--- src/rtl/load_store_unit_pkg.sv ---
// Shared types, size encodings and lane helpers for the load/store unit.
package lsu_pkg;

  typedef enum logic [1:0] {
    IDLE  = 2'd0,
    READ  = 2'd1,
    WRITE = 2'd2,
    DONE  = 2'd3
  } lsuState_e;

  localparam logic [1:0] SIZE_BYTE = 2'b00;
  localparam logic [1:0] SIZE_HALF = 2'b01;
  localparam logic [1:0] SIZE_WORD = 2'b10;

  localparam int NUM_LANES = 4;
  localparam int LANE_W    = 8;

  // Byte lanes touched by an access of the given size at the given offset.
  function automatic logic [NUM_LANES-1:0] laneMask(input logic [1:0] ofs, input logic [1:0] size);
    case (size)
      SIZE_BYTE: laneMask = 4'b0001 << ofs;
      SIZE_HALF: laneMask = ofs[1] ? 4'b1100 : 4'b0011;
      SIZE_WORD: laneMask = 4'b1111;
      default:   laneMask = 4'b0000;
    endcase
  endfunction

  // Misaligned offset or reserved size; either one is reported as an error.
  function automatic logic badAlign(input logic [1:0] ofs, input logic [1:0] size);
    case (size)
      SIZE_BYTE: badAlign = 1'b0;
      SIZE_HALF: badAlign = ofs[0];
      SIZE_WORD: badAlign = |ofs;
      default:   badAlign = 1'b1;
    endcase
  endfunction

endpackage

--- src/rtl/load_store_unit_if.sv ---
// CPU request/response and data-memory signals of the load/store unit.
interface load_store_unit_if;
  logic        req;
  logic        we;
  logic [1:0]  size;
  logic        sign_ext;
  logic [31:0] addr;
  logic [31:0] wdata;
  logic        busy;
  logic        done;
  logic [31:0] rdata;
  logic        err;
  logic [31:0] mem_address;
  logic [31:0] mem_writeData;
  logic        mem_memWrite;
  logic        mem_memRead;
  logic [31:0] mem_readData;

  // The unit itself.
  modport slave (
    input  req, we, size, sign_ext, addr, wdata, mem_readData,
    output busy, done, rdata, err, mem_address, mem_writeData, mem_memWrite, mem_memRead
  );

  // The surrounding CPU and memory.
  modport master (
    output req, we, size, sign_ext, addr, wdata, mem_readData,
    input  busy, done, rdata, err, mem_address, mem_writeData, mem_memWrite, mem_memRead
  );
endinterface

--- src/rtl/load_store_unit_lane_unit.sv ---
// Little-endian lane extract for loads and lane merge for stores.
module lsu_lane_unit
  import lsu_pkg::*;
(
  input  logic [31:0] word,
  input  logic [1:0]  addr,
  input  logic [1:0]  size,
  input  logic        signExt,
  input  logic [31:0] wdata,
  output logic [31:0] loadVal,
  output logic [31:0] storeWord
);

  logic [NUM_LANES-1:0] mask;
  logic [31:0]          shifted;

  assign mask = laneMask(addr, size);

  // Right-align the addressed field, then zero- or sign-extend it.
  always_comb begin
    shifted = word;
    loadVal = word;
    case (size)
      SIZE_BYTE: begin
        shifted = word >> {addr, 3'b000};
        loadVal = {{24{signExt & shifted[7]}}, shifted[7:0]};
      end
      SIZE_HALF: begin
        shifted = word >> {addr[1], 4'b0000};
        loadVal = {{16{signExt & shifted[15]}}, shifted[15:0]};
      end
      default: begin
        shifted = word;
        loadVal = word;
      end
    endcase
  end

  for (genvar k = 0; k < NUM_LANES; k++) begin : gLane
    logic [LANE_W-1:0] src;

    // Store data is right-aligned, so a lane takes byte 0, byte k%2 or byte k of wdata.
    always_comb begin
      case (size)
        SIZE_BYTE: src = wdata[7:0];
        SIZE_HALF: src = wdata[LANE_W*(k%2) +: LANE_W];
        default:   src = wdata[LANE_W*k +: LANE_W];
      endcase
    end

    assign storeWord[LANE_W*k +: LANE_W] = mask[k] ? src : word[LANE_W*k +: LANE_W];
  end

endmodule

--- src/rtl/load_store_unit.sv ---
// Load/store unit: one access at a time, sub-word stores done as read-modify-write.
module load_store_unit
  import lsu_pkg::*;
#(
  parameter int MEM_WORDS = 128
) (
  input logic              clock,
  input logic              reset_n,
  load_store_unit_if.slave bus
);

  localparam logic [31:0] MEM_BYTES = 32'(MEM_WORDS) << 2;

  lsuState_e   state, nextState;
  logic [31:0] addrQ, wdataQ, wordQ, rdataQ;
  logic [1:0]  sizeQ;
  logic        signExtQ, weQ, errQ;
  logic        reqErr;
  logic [31:0] laneWord, loadVal, storeWord;

  assign reqErr = badAlign(bus.addr[1:0], bus.size) || (bus.addr >= MEM_BYTES);

  // In WRITE the merge works on the captured word; otherwise extract from live read data.
  assign laneWord = (state == WRITE) ? wordQ : bus.mem_readData;

  lsu_lane_unit uLane (
    .word      (laneWord),
    .addr      (addrQ[1:0]),
    .size      (sizeQ),
    .signExt   (signExtQ),
    .wdata     (wdataQ),
    .loadVal   (loadVal),
    .storeWord (storeWord)
  );

  // State register.
  always_ff @(posedge clock or negedge reset_n) begin
    if (!reset_n) state <= IDLE;
    else          state <= nextState;
  end

  // Next-state decode.
  always_comb begin
    nextState = state;
    case (state)
      IDLE: begin
        if (bus.req) begin
          if (reqErr)                           nextState = DONE;
          else if (bus.we && bus.size == SIZE_WORD) nextState = WRITE;
          else                                  nextState = READ;
        end
      end
      READ:    nextState = weQ ? WRITE : DONE;
      WRITE:   nextState = DONE;
      default: nextState = IDLE;
    endcase
  end

  // Request capture, read-word capture and load result.
  always_ff @(posedge clock or negedge reset_n) begin
    if (!reset_n) begin
      addrQ    <= '0;
      wdataQ   <= '0;
      sizeQ    <= '0;
      signExtQ <= 1'b0;
      weQ      <= 1'b0;
      errQ     <= 1'b0;
      wordQ    <= '0;
      rdataQ   <= '0;
    end else begin
      if (state == IDLE && bus.req) begin
        addrQ    <= bus.addr;
        wdataQ   <= bus.wdata;
        sizeQ    <= bus.size;
        signExtQ <= bus.sign_ext;
        weQ      <= bus.we;
        errQ     <= reqErr;
      end
      if (state == READ) begin
        wordQ <= bus.mem_readData;
        if (!weQ) rdataQ <= loadVal;
      end
    end
  end

  // Strobes depend on state only, so reset removes them at once.
  always_comb begin
    bus.busy          = (state != IDLE);
    bus.done          = (state == DONE);
    bus.err           = (state == DONE) && errQ;
    bus.rdata         = rdataQ;
    bus.mem_memRead   = (state == READ);
    bus.mem_memWrite  = (state == WRITE);
    bus.mem_writeData = (state == WRITE) ? storeWord : '0;
    bus.mem_address   = {addrQ[31:2], 2'b00};
  end

endmodule

--- src/flat_wrapper.sv ---
// flat-port wrapper written by rule: the top's interface ports become plain ports
module load_store_unit_flat import lsu_pkg::*;
#(
  parameter int MEM_WORDS = 128
)
  (clock, reset_n, bus_req, bus_we, bus_size, bus_sign_ext, bus_addr, bus_wdata, bus_mem_readData, bus_busy, bus_done, bus_rdata, bus_err, bus_mem_address, bus_mem_writeData, bus_mem_memWrite, bus_mem_memRead);
  load_store_unit_if bus_i ();
  input logic clock;
  input logic reset_n;
  input wire logic [$bits(bus_i.req)-1:0] bus_req;
  input wire logic [$bits(bus_i.we)-1:0] bus_we;
  input wire logic [$bits(bus_i.size)-1:0] bus_size;
  input wire logic [$bits(bus_i.sign_ext)-1:0] bus_sign_ext;
  input wire logic [$bits(bus_i.addr)-1:0] bus_addr;
  input wire logic [$bits(bus_i.wdata)-1:0] bus_wdata;
  input wire logic [$bits(bus_i.mem_readData)-1:0] bus_mem_readData;
  output wire logic [$bits(bus_i.busy)-1:0] bus_busy;
  output wire logic [$bits(bus_i.done)-1:0] bus_done;
  output wire logic [$bits(bus_i.rdata)-1:0] bus_rdata;
  output wire logic [$bits(bus_i.err)-1:0] bus_err;
  output wire logic [$bits(bus_i.mem_address)-1:0] bus_mem_address;
  output wire logic [$bits(bus_i.mem_writeData)-1:0] bus_mem_writeData;
  output wire logic [$bits(bus_i.mem_memWrite)-1:0] bus_mem_memWrite;
  output wire logic [$bits(bus_i.mem_memRead)-1:0] bus_mem_memRead;
  assign bus_i.req = bus_req;
  assign bus_i.we = bus_we;
  assign bus_i.size = bus_size;
  assign bus_i.sign_ext = bus_sign_ext;
  assign bus_i.addr = bus_addr;
  assign bus_i.wdata = bus_wdata;
  assign bus_i.mem_readData = bus_mem_readData;
  assign bus_busy = bus_i.busy;
  assign bus_done = bus_i.done;
  assign bus_rdata = bus_i.rdata;
  assign bus_err = bus_i.err;
  assign bus_mem_address = bus_i.mem_address;
  assign bus_mem_writeData = bus_i.mem_writeData;
  assign bus_mem_memWrite = bus_i.mem_memWrite;
  assign bus_mem_memRead = bus_i.mem_memRead;
  load_store_unit #(.MEM_WORDS(MEM_WORDS)) u_core (.clock(clock), .reset_n(reset_n), .bus(bus_i));
endmodule
--- config.mk ---
export PLATFORM = sky130hd
export DESIGN_NAME = load_store_unit_flat
export DESIGN_NICKNAME = d
export VERILOG_FILES = /design/src/rtl/load_store_unit_pkg.sv /design/src/rtl/load_store_unit_if.sv /design/src/rtl/load_store_unit_lane_unit.sv /design/src/rtl/load_store_unit.sv /design/src/flat_wrapper.sv
export SDC_FILE = /design/constraint.sdc
export NUM_CORES = 1
export LEC_CHECK = 0
export CAP_MARGIN = 20
export CORE_ASPECT_RATIO = 1.5
export CORE_UTILIZATION = 54
export CTS_BUF_LIST = sky130_fd_sc_hd__clkbuf_8
export DETAILED_ROUTE_END_ITERATION = 7
export PLACE_DENSITY_LB_ADDON = 0.05
export REMOVE_ABC_BUFFERS = 1
export SETUP_SLACK_MARGIN = 0.3
export SLEW_MARGIN = 25
export SYNTH_ARGS = -nofsm -noshare
export SYNTH_HDL_FRONTEND = slang
export SYNTH_HIERARCHICAL = 1
export SYNTH_SLANG_ARGS = --single-unit
export TNS_END_PERCENT = 20
--- constraint.sdc ---
create_clock -name clock -period 5.8 [get_ports clock]
set_input_delay 0.87 -clock clock [delete_from_list [all_inputs] [get_ports clock]]
set_output_delay 0.87 -clock clock [all_outputs]
set_load 0.01 [all_outputs]
## After elaboration in Yosys (flattened, before gate mapping)

Cells that the tools add are included.

| storage, ports and cells | value |
|---|---|
| input bits | 103 |
| output and inout bits | 101 |
| flip-flop bits (word level) | 135 |
| word-level logic and storage cells | 53 |

| operators by class | value |
|---|---|
| bitwise operators | 3 |
| order comparisons | 1 |
| muxes and demuxes | 18 |
| equality and inequality tests | 8 |
| reduce and logical (&&, ||, !) cells | 11 |
| shift operators | 3 |

Operators with widths:

| kind | count |
|---|---|
| two-way mux 32 bit | 2 |
| case mux 32 bit (2 select lines) | 1 |
| two-way mux 8 bit | 6 |
| greater-or-equal comparator 32 x 10 -> 1 bit, second input constant | 1 |
| right shift 32 x 5 -> 16 bit | 1 |
| right shift 32 x 5 -> 8 bit | 1 |
| case mux 8 bit (2 select lines) | 1 |
| case mux 4 bit (3 select lines) | 1 |
| == test 2 bit, second input constant | 4 |
| == test 2 x 1 -> 1 bit, second input constant | 3 |
| zero test 2 bit | 3 |
| two-way mux 2 bit | 3 |
| case mux 2 bit (3 select lines) | 1 |
| two-way mux 4 bit | 1 |
| OR reduction 2 bit | 2 |
| << shifter 1 x 2 -> 4 bit, first input constant | 1 |
| logical AND 1 bit | 3 |
| case mux 1 bit (3 select lines) | 1 |
| AND 1 bit | 2 |
| inequality test 2 bit, second input constant | 1 |
| AND reduction 2 bit | 1 |
| nonzero test 2 bit | 1 |
| logical OR 1 bit | 1 |
| two-way mux 1 bit | 1 |
| inverter 1 bit | 1 |

## Longest topological paths before layout

| logic depth | value |
|---|---|
| depth after elaboration | 6 |
| mapped depth | 11 |
| depth with buffers taken out | 8 |

## By module

Netlist, hierarchy kept.

Modules (own cells, without submodules):

| module | cells each | area an instance (um^2) | seq. area each (um^2) | times used |
|---|---|---|---|---|
| load_store_unit | 425 | 6163.4 | 3378.2 | 1 |
| lsu_lane_unit | 208 | 1340.0 | 0.0 | 1 |

## Least setup slack after synthesis

Ideal clock, no wire load.

| timing path | value |
|---|---|
| path type | reg-to-reg |
| start | reg u_core.state[0] |
| end | reg u_core.rdataQ[16], in the netlist u_core/bus.rdata[16] |
| stages on the path, launching flop included | 11 |
| clock period less this slack | 2.806 ns |
| slack | 2.994 ns |
| arrival | 2.681 ns |
| path buffers | 3 |
| data required time | 5.675 ns |
| library setup time | 0.125 ns |
| cell sequence | dfrtp_1 -> inv_1 -> ha_1 -> buf_2 -> buf_2 -> mux2_2 -> mux4_2 -> a21boi_4 -> buf_6 -> a21oi_1 -> mux2_4 |

| between the ends | value |
|---|---|
| cells in the longest elaborated chain, start to end | 5 |
| elaborated cells between the ends (all ways) | 9 |
| classes of those cells | 2 x eq/ne; 2 x shift; 2 x mux; 2 x bitwise; 1 x reduce/logical |

Ends and longest elaborated chain:

| item | RTL line | source |
|---|---|---|
| start: declaration | load_store_unit.sv:14 | `lsuState_e state, nextState;` |
| start signal: assignment | load_store_unit.sv:39 | `else state <= nextState;` |
| == test 2 bit (*) | -- |  |
| net bus_mem_memWrite | flat_wrapper.sv:23 | `output wire logic [$bits(bus_i.mem_memWrite)-1:0] bus_mem_memWrite;` |
| two-way mux 32 bit (*) | load_store_unit.sv:24 | `assign laneWord = (state == WRITE) ? wordQ : bus.mem_readData;` |
| net u_core.laneWord[15] | load_store_unit.sv:19 | `logic [31:0] laneWord, loadVal, storeWord;` |
| right shift 32 x 5 -> 16 bit or right shift 32 x 5 -> 8 bit (tied branches) | load_store_unit_lane_unit.sv:29, load_store_unit_lane_unit.sv:25 |  |
| AND 1 bit, on equally long branches | load_store_unit_lane_unit.sv:30, load_store_unit_lane_unit.sv:26 |  |
| case mux 32 bit (2 select lines) (*) | load_store_unit_lane_unit.sv:23 | `case (size)` |
| net u_core.loadVal[16] | load_store_unit.sv:19 |  |
| end signal: assignment | load_store_unit.sv:81 | `if (!weQ) rdataQ <= loadVal;` |
| end: declaration | load_store_unit.sv:15 | `logic [31:0] addrQ, wdataQ, wordQ, rdataQ;` |

Mark *: on every way through the listed nets, which the timed path passes. The rest lies on a longest branch.
A chain may end at the register's enable or synchronous reset.

## Worst setup path in the final report

| timing path | value |
|---|---|
| start | reg u_core.sizeQ[0] |
| end | out bus_mem_writeData[21] |

| between the ends | value |
|---|---|
| cells in the longest elaborated chain, start to end | 5 |
| elaborated cells between the ends (all ways) | 8 |
| classes of those cells | 2 x eq/ne; 4 x mux; 2 x reduce/logical |

Ends and longest elaborated chain:

| item | RTL line | source |
|---|---|---|
| start: declaration | load_store_unit.sv:16 | `logic [1:0] sizeQ;` |
| start signal: assignment | load_store_unit.sv:74 | `sizeQ <= bus.size;` |
| == test 2 x 1 -> 1 bit or zero test 2 bit (tied branches) | load_store_unit_pkg.sv:20, load_store_unit_lane_unit.sv:44 |  |
| OR reduction 2 bit (no source line) | -- |  |
| two-way mux 8 bit | load_store_unit_lane_unit.sv:44 | `case (size)` |
| two-way mux 8 bit (*) | load_store_unit_lane_unit.sv:51 | `assign storeWord[LANE_W*k +: LANE_W] = mask[k] ? src : word[LANE_W*k +: LANE_W];` |
| net u_core.storeWord[21] | load_store_unit.sv:19 |  |
| two-way mux 32 bit (*) | load_store_unit.sv:94 | `bus.mem_writeData = (state == WRITE) ? storeWord : '0;` |
| end: declaration | flat_wrapper.sv:22 | `output wire logic [$bits(bus_i.mem_writeData)-1:0] bus_mem_writeData;` |

Marks and branches as above.

==> results.toml <==
[floorplanning]
die_height_um = 146
design.die.area_um2 = 14400
die_x_um = 98.2
placementRows = 52
num_io_pins = 204
core_area_um2 = 13500
start_util = 0.554

[power_and_ir_drop]
peakVddDrop_mv = 0.349
leakage_nw = 4.08
p_per_area_nw_per_um2 = 628

[cts]
numCtsBuffers = 17
post_cts_resized = 0
clkTransAtPathRegs_ns = 0.08
clk_latency_ns = 0.44
htreeDepth = 4
post_cts_buffers = 0
cts_buffer_depth = 2
cts-root-buf = "clkbuf_8"
ctsHoldBuffers = 0
cts_tree = "done"
cts_sinks = 135

[routing]
post_drt_wl_per_cell_um = 19.9
final_antenna_net_count = 0
routed-via-count = 5534
finalWirelength_mm = 19.2
dr_wl_met3_mm = 1.42
drt-initial-drc-count = 321
wl_met1_mm = 7.53
met2_wirelength_mm = 9.83
drc = 10
top_layer = "met4"
dr.pass1.iters = 7
viasPerCell = 5.76

[global_route]
antenna_found_initial = 0
grt_max_degree = 74
grt_pass1_vias = 5769
grt_pass1_wl_mm = 30.2
grt_overflow = 0
track_usage = 0.274

[sta]
finalCriticalPeriod_ns = 4.60
fin_ws_ns = 1.20
finalClockSkew_ns = 0.0147
rsz0062_at_grt = "false"
setup_tns_ns = 0
slew_headroom = 0.354
worstMarginPinSlew_ns = 0.969
holdWs_ns = 0.397
final_hold_viol_count = 0
clock.fmax_mhz = 217
setup_violations = 0
period_share = 0.793
slew_viol_final = 0

[worst_setup_path]
crit_required_ns = 4.93
crit_arrival_ns = 3.73
cp_max_fo = 19
critPathKind = "flop to primary output"
crit_path_start_kind = "flop"
cp-end-kind = "primary output"

[worst_hold_path]
hold_class = "primary input to asynchronous set/reset pin"

[placement]
dp.cells = 930
dpl.hpwl_mm = 13.3
routabilityCongestion = 0.805
pre_cts_slack_ns = 1.79
portBuffers = 201

[synthesis]
ys_seq_area_frac = 0.450
async_reset_ff_frac = 1.00
netlist_area_um2 = 7500
ys.warnings.count = 6
yosysUniqueCellTypes = 42
synth_seq_cells = 135
syn_area_per_cell_um2 = 11.9
ys.flop_type = "dfrtp_1"
syn_inst = 633
synth_edf_count = 0

[flow_run]
cap_violations = 0

[status]
failed_checks = "DRC"
status = "finished, violations left"

[cells_and_area]
diodes = 0
drive_gt1_frac = 0.259
fin_util = 0.725
fin_cells = 961
finalNetCount = 894
syn2layout_area_growth_pct = 30.7
[cells by family (layout without fill, tap and decap cells)]
family,Yosys count,after routing,share of synthesized area
compound gates,80,80,0.0687
fa+ha+maj,4,4,0.00667
buf+inv,80,245,0.0674
flops,135,135,0.450
mux,207,207,0.324
other cells,1,2,0.000500
simple gates,126,126,0.0822
[worst paths after layout]
path	startpoint	end	slack (ns)	depth (start not counted)
worst max-delay path	u_core/sizeQ[0]$_DFFE_PN0P_	bus_mem_writeData[21]	1.20	6
worst min-delay path	reset_n	u_core/bus.rdata[18]$_DFFE_PN0P_	0.40	1
worst max register to register	u_core/state[0]$_DFFE_PN0P_	u_core/bus.rdata[10]$_DFFE_PN0P_	2.74	7
worst min register to register	u_core/errQ$_DFFE_PN0P_	u_core/errQ$_DFFE_PN0P_	0.48	2
max in group asynchronous	reset_n	u_core/sizeQ[1]$_DFFE_PN0P_	4.31	2
min in group clock	u_core/errQ$_DFFE_PN0P_	u_core/errQ$_DFFE_PN0P_	0.48	2
[placed cells by master (no fill, tap or decap), types with 3 or more instances in the layout]
| cell type | count |
|---|---|
| clkdlybuf4s50_1 | 200 |
| dfrtp_1 | 134 |
| mux2_2 | 128 |
| nand2_1 | 49 |
| a21oi_1 | 38 |
| and2_1 | 33 |
| mux2_1 | 31 |
| mux2_4 | 30 |
| nor2_1 | 22 |
| clkbuf_8 | 18 |
| mux2i_1 | 17 |
| o221ai_1 | 14 |
| o21ai_0 | 10 |
| bufinv_16 | 7 |
| inv_1 | 7 |
| a22oi_1 | 7 |
| nor4_1 | 6 |
| buf_4 | 5 |
| nor3_1 | 4 |
| nor2b_1 | 3 |
[routing by layer]
metal | up-vias | track usage
met4 | 0 | 0.0978
met1 | 2764 | 0.340
met2 | 226 | 0.458
li1 | 2516 | -
met5 | - | 0
met3 | 28 | 0.0747
[through the flow]
| stage | power (W) | area [um^2] |
|---|---|---|
| 2_1_floorplan | 0.00377 | 7030 |
| 3_3_place_gp | 0.00505 | 9300 |
| 3_5_place_dp | 0.00516 | 9310 |
| 4_1_cts | 0.00617 | 9810 |
| 5_1_grt | 0.00651 | 9810 |
| 6_report | 0.00616 | 9810 |
[power breakdown]
group	internal [W]	leakage (nW)	switching, W
Clock	0.000608	0.251	0.000379
Sequential	0.00141	1.62	0.000371
Combinational	0.00187	2.21	0.00153
[critical path, cell delays in order, from the launching register on]
cell	delay [ns]
dfrtp_1	0.96
nor2b_2	0.14
nor2_1	0.56
o21a_1	0.59
mux2_2	0.40
and2_1	0.15
clkdlybuf4s50_1	0.49
[cell usage after synthesis, types with 7 or more instances]
cell	number	area, um^2
a22oi_1	7	52.6
buf_4	35	263
o221ai_1	14	123
buf_2	23	115
and2_1	33	206
mux2_4	30	450
dfrtp_1	135	3380
mux2i_1	17	170
nand2_1	50	188
mux2_1	31	349
nor2_1	22	82.6
a21oi_1	38	190
o21ai_0	10	50.1
mux2_2	128	1440
[area by class of cell]
class / count / area [um^2]
Sequential cell: 135 / 3380
Clock buffer: 18 / 248
Clock inverter: 13 / 253
Multi-Input combinational cell: 419 / 3640
Inverter: 7 / 26.3
Tap cell: 162 / 203
Timing Repair Buffer: 207 / 2060
Fill cell: 988 / 3720
[registers in the layout, indices dropped and copies added (netlist names)]
register and cells:
u_core/addrQ 32, u_core/bus.rdata 32, u_core/errQ 1, u_core/signExtQ 1, u_core/sizeQ 2, u_core/state 2, u_core/wdataQ 32, u_core/weQ 1
u_core/wordQ 32
No activity file was read; power rests on OpenSTA's default activity.
==> RTL edit, RTL diff (same flow settings) <==
Encoding of `lsuState_e`: now one-hot (4 bits for 4 states).
--- a/src/rtl/load_store_unit_pkg.sv
+++ b/src/rtl/load_store_unit_pkg.sv
@@ -3,7 +3,7 @@
 
-  typedef enum logic [1:0] {
-    IDLE  = 2'd0,
-    READ  = 2'd1,
-    WRITE = 2'd2,
-    DONE  = 2'd3
+  typedef enum logic [3:0] {
+    IDLE  = 4'b0001,
+    READ  = 4'b0010,
+    WRITE = 4'b0100,
+    DONE  = 4'b1000
   } lsuState_e;
Function: same outputs for any inputs over 10 cycles, from zero or initial values and one cycle with reset_n low; not proved beyond that.
==> RTL edit against the original RTL <==
- critical path depth stayed put
- sequential share of layout area is 1.2 points higher
- register-to-register slack worse by 0.10 ns
- highest routed layer unchanged
- cell area is 1.8% lower
- area after synthesis is 1.7% lower
- die area is 1.7% lower
- routed wire length is 0.85% lower
- global-route usage is 0.20 points higher
- critical path type unchanged
- synthesized cell count is 1.6% lower
- setup slack worse by 0.0080 ns
- sequential cell count is 2 higher
Power is not compared: it rests on default switching activity, and its combinational part moved more than twofold at a synthesized area within 25%.
==> RTL edit: results (changes against the original RTL) <==
* Placed cell areas at 9220 um2 (-0.89%)
* GR Util All Layers at 0.276 (+0.00197)
* Worst r2r path cells at 7 (unchanged)
* Area contributors post-synth: dfrtp_1 (46%), mux2_2 (24%), mux2_1 (4.4%), buf_4 (3.8%), and2_1 (2.8%)
* Placed Instances at 919 (-1.2%)
* Post-synthesis sequential area ratio at 0.465 (+0.0148)
* Synth Flop Type: dfrtp_1
* Global-route wire length before repair at 30600 um (+1.4%)
* Placer Congestion at 0.806 (+0.15%)
* Detailed Route Iter0 Violations at 306 (-4.7%)
* DP Wirelength at 13000 um (-2.0%)
* Status: completed
* Vias in the first global route at 5840 (+1.2%)
* Crit path DAT at 3.74 ns (about the same)
* Worst r2r src: u_core/state[1]
* Total wire length at 19000 um (-0.85%)
* Post-CTS resize count at 0 (unchanged)
* Pin count of the biggest net entering global routing at 74 (unchanged)
* First drt pass iteration count at 5 (-2)
* Number of fill cells at 937 (-5.2%)
* Hold crit path type: input pin to async pin
* Setup slack, reg-to-reg at 2.64 ns (-0.10 ns)
* Commonest cells in the netlist: mux2_2 (160), dfrtp_1 (136), nand2_1 (47)
* Core Area at 13100 um2 (-2.9%)
* Syn avg cell area at 11.8 um2 (-0.14%)
* Non-Filler Instances at 952 (-0.94%)
* Fin nets at 883 (-1.2%)
* Dpl ws at 1.66 ns (-0.130 ns)
* Via count at 5504 (-0.54%)
* FF-to-FF End: u_core/bus.rdata[30]
* Yosys cell types at 43 (+2.4%)
* Worst Clk Skew at 0.00904 ns (-0.00564 ns)
* Ratio of cells with drive above 1 in the final layout at 0.271 (+0.0120)
* Slew HR at 0.322 (-0.0323)
-- RTL edit: cell families after synthesis --
family                 after synthesis  share of synthesized area
AO/OA/AOI/OAI                       77                     0.0672
buffers and inverters               74                     0.0612
flip-flops                         137                      0.465
multiplexers                       207                      0.315
other                                1                   0.000509
AND/OR/NAND/NOR                    127                     0.0913
-- RTL edit: worst max path at each step --
stage / to / slack, ns
after global routing: bus_mem_writeData[19] / 1.02
after floorplan: u_core/bus.rdata[10] / 0.63
final: bus_mem_writeData[19] / 1.19
after global placement: bus_mem_writeData[19] / 1.80
after CTS: bus_mem_writeData[19] / 1.17
after detailed placement: bus_mem_writeData[17] / 1.66
-- RTL edit: critical path, stage by stage (launching register included) --
cell	delay, ns
dfrtp_1	0.96
nor2b_2	0.14
nor2_1	0.57
o21a_1	0.61
mux2_2	0.40
and2_1	0.14
clkdlybuf4s50_1	0.49
-- RTL edit: per-layer routing --
layer	vias up	share of wire	GRT usage	wire length, um
met5	-	0	0	0
met4	0	0.023	0.104	445
met3	34	0.064	0.0689	1210
li1	2494	-	-	-
met2	214	0.52	0.471	9810
met1	2762	0.40	0.333	7540
-- RTL edit: power by group --
part           leakage, nW  internal (mW)  total, mW  switching (mW)
Sequential            1.75           1.07       1.17           0.102
Combinational         2.20          0.432      0.828           0.396
Clock                0.181          0.364      0.755           0.391
Total                 4.12           1.86       2.75           0.889
-- RTL edit: layout make-up --
class | instances | area [um2] | share of cell area
Tap cell | 159 | 199 | 0.0206
Inverter | 3 | 11.3 | 0.00117
Multi-Input combinational cell | 413 | 3520 | 0.366
Timing Repair Buffer | 208 | 2090 | 0.216
Sequential cell | 137 | 3430 | 0.356
Clock buffer | 19 | 262 | 0.0271
Clock inverter | 13 | 121 | 0.0126
-- RTL edit: stage by stage --
stage | hold WS (ns) | total power [mW]
2_1_floorplan | 0.454 | 1.65
3_3_place_gp | 0.466 | 1.97
3_5_place_dp | 0.475 | 2.00
4_1_cts | 0.445 | 2.76
5_1_grt | 0.473 | 2.89
6_report | 0.438 | 2.75
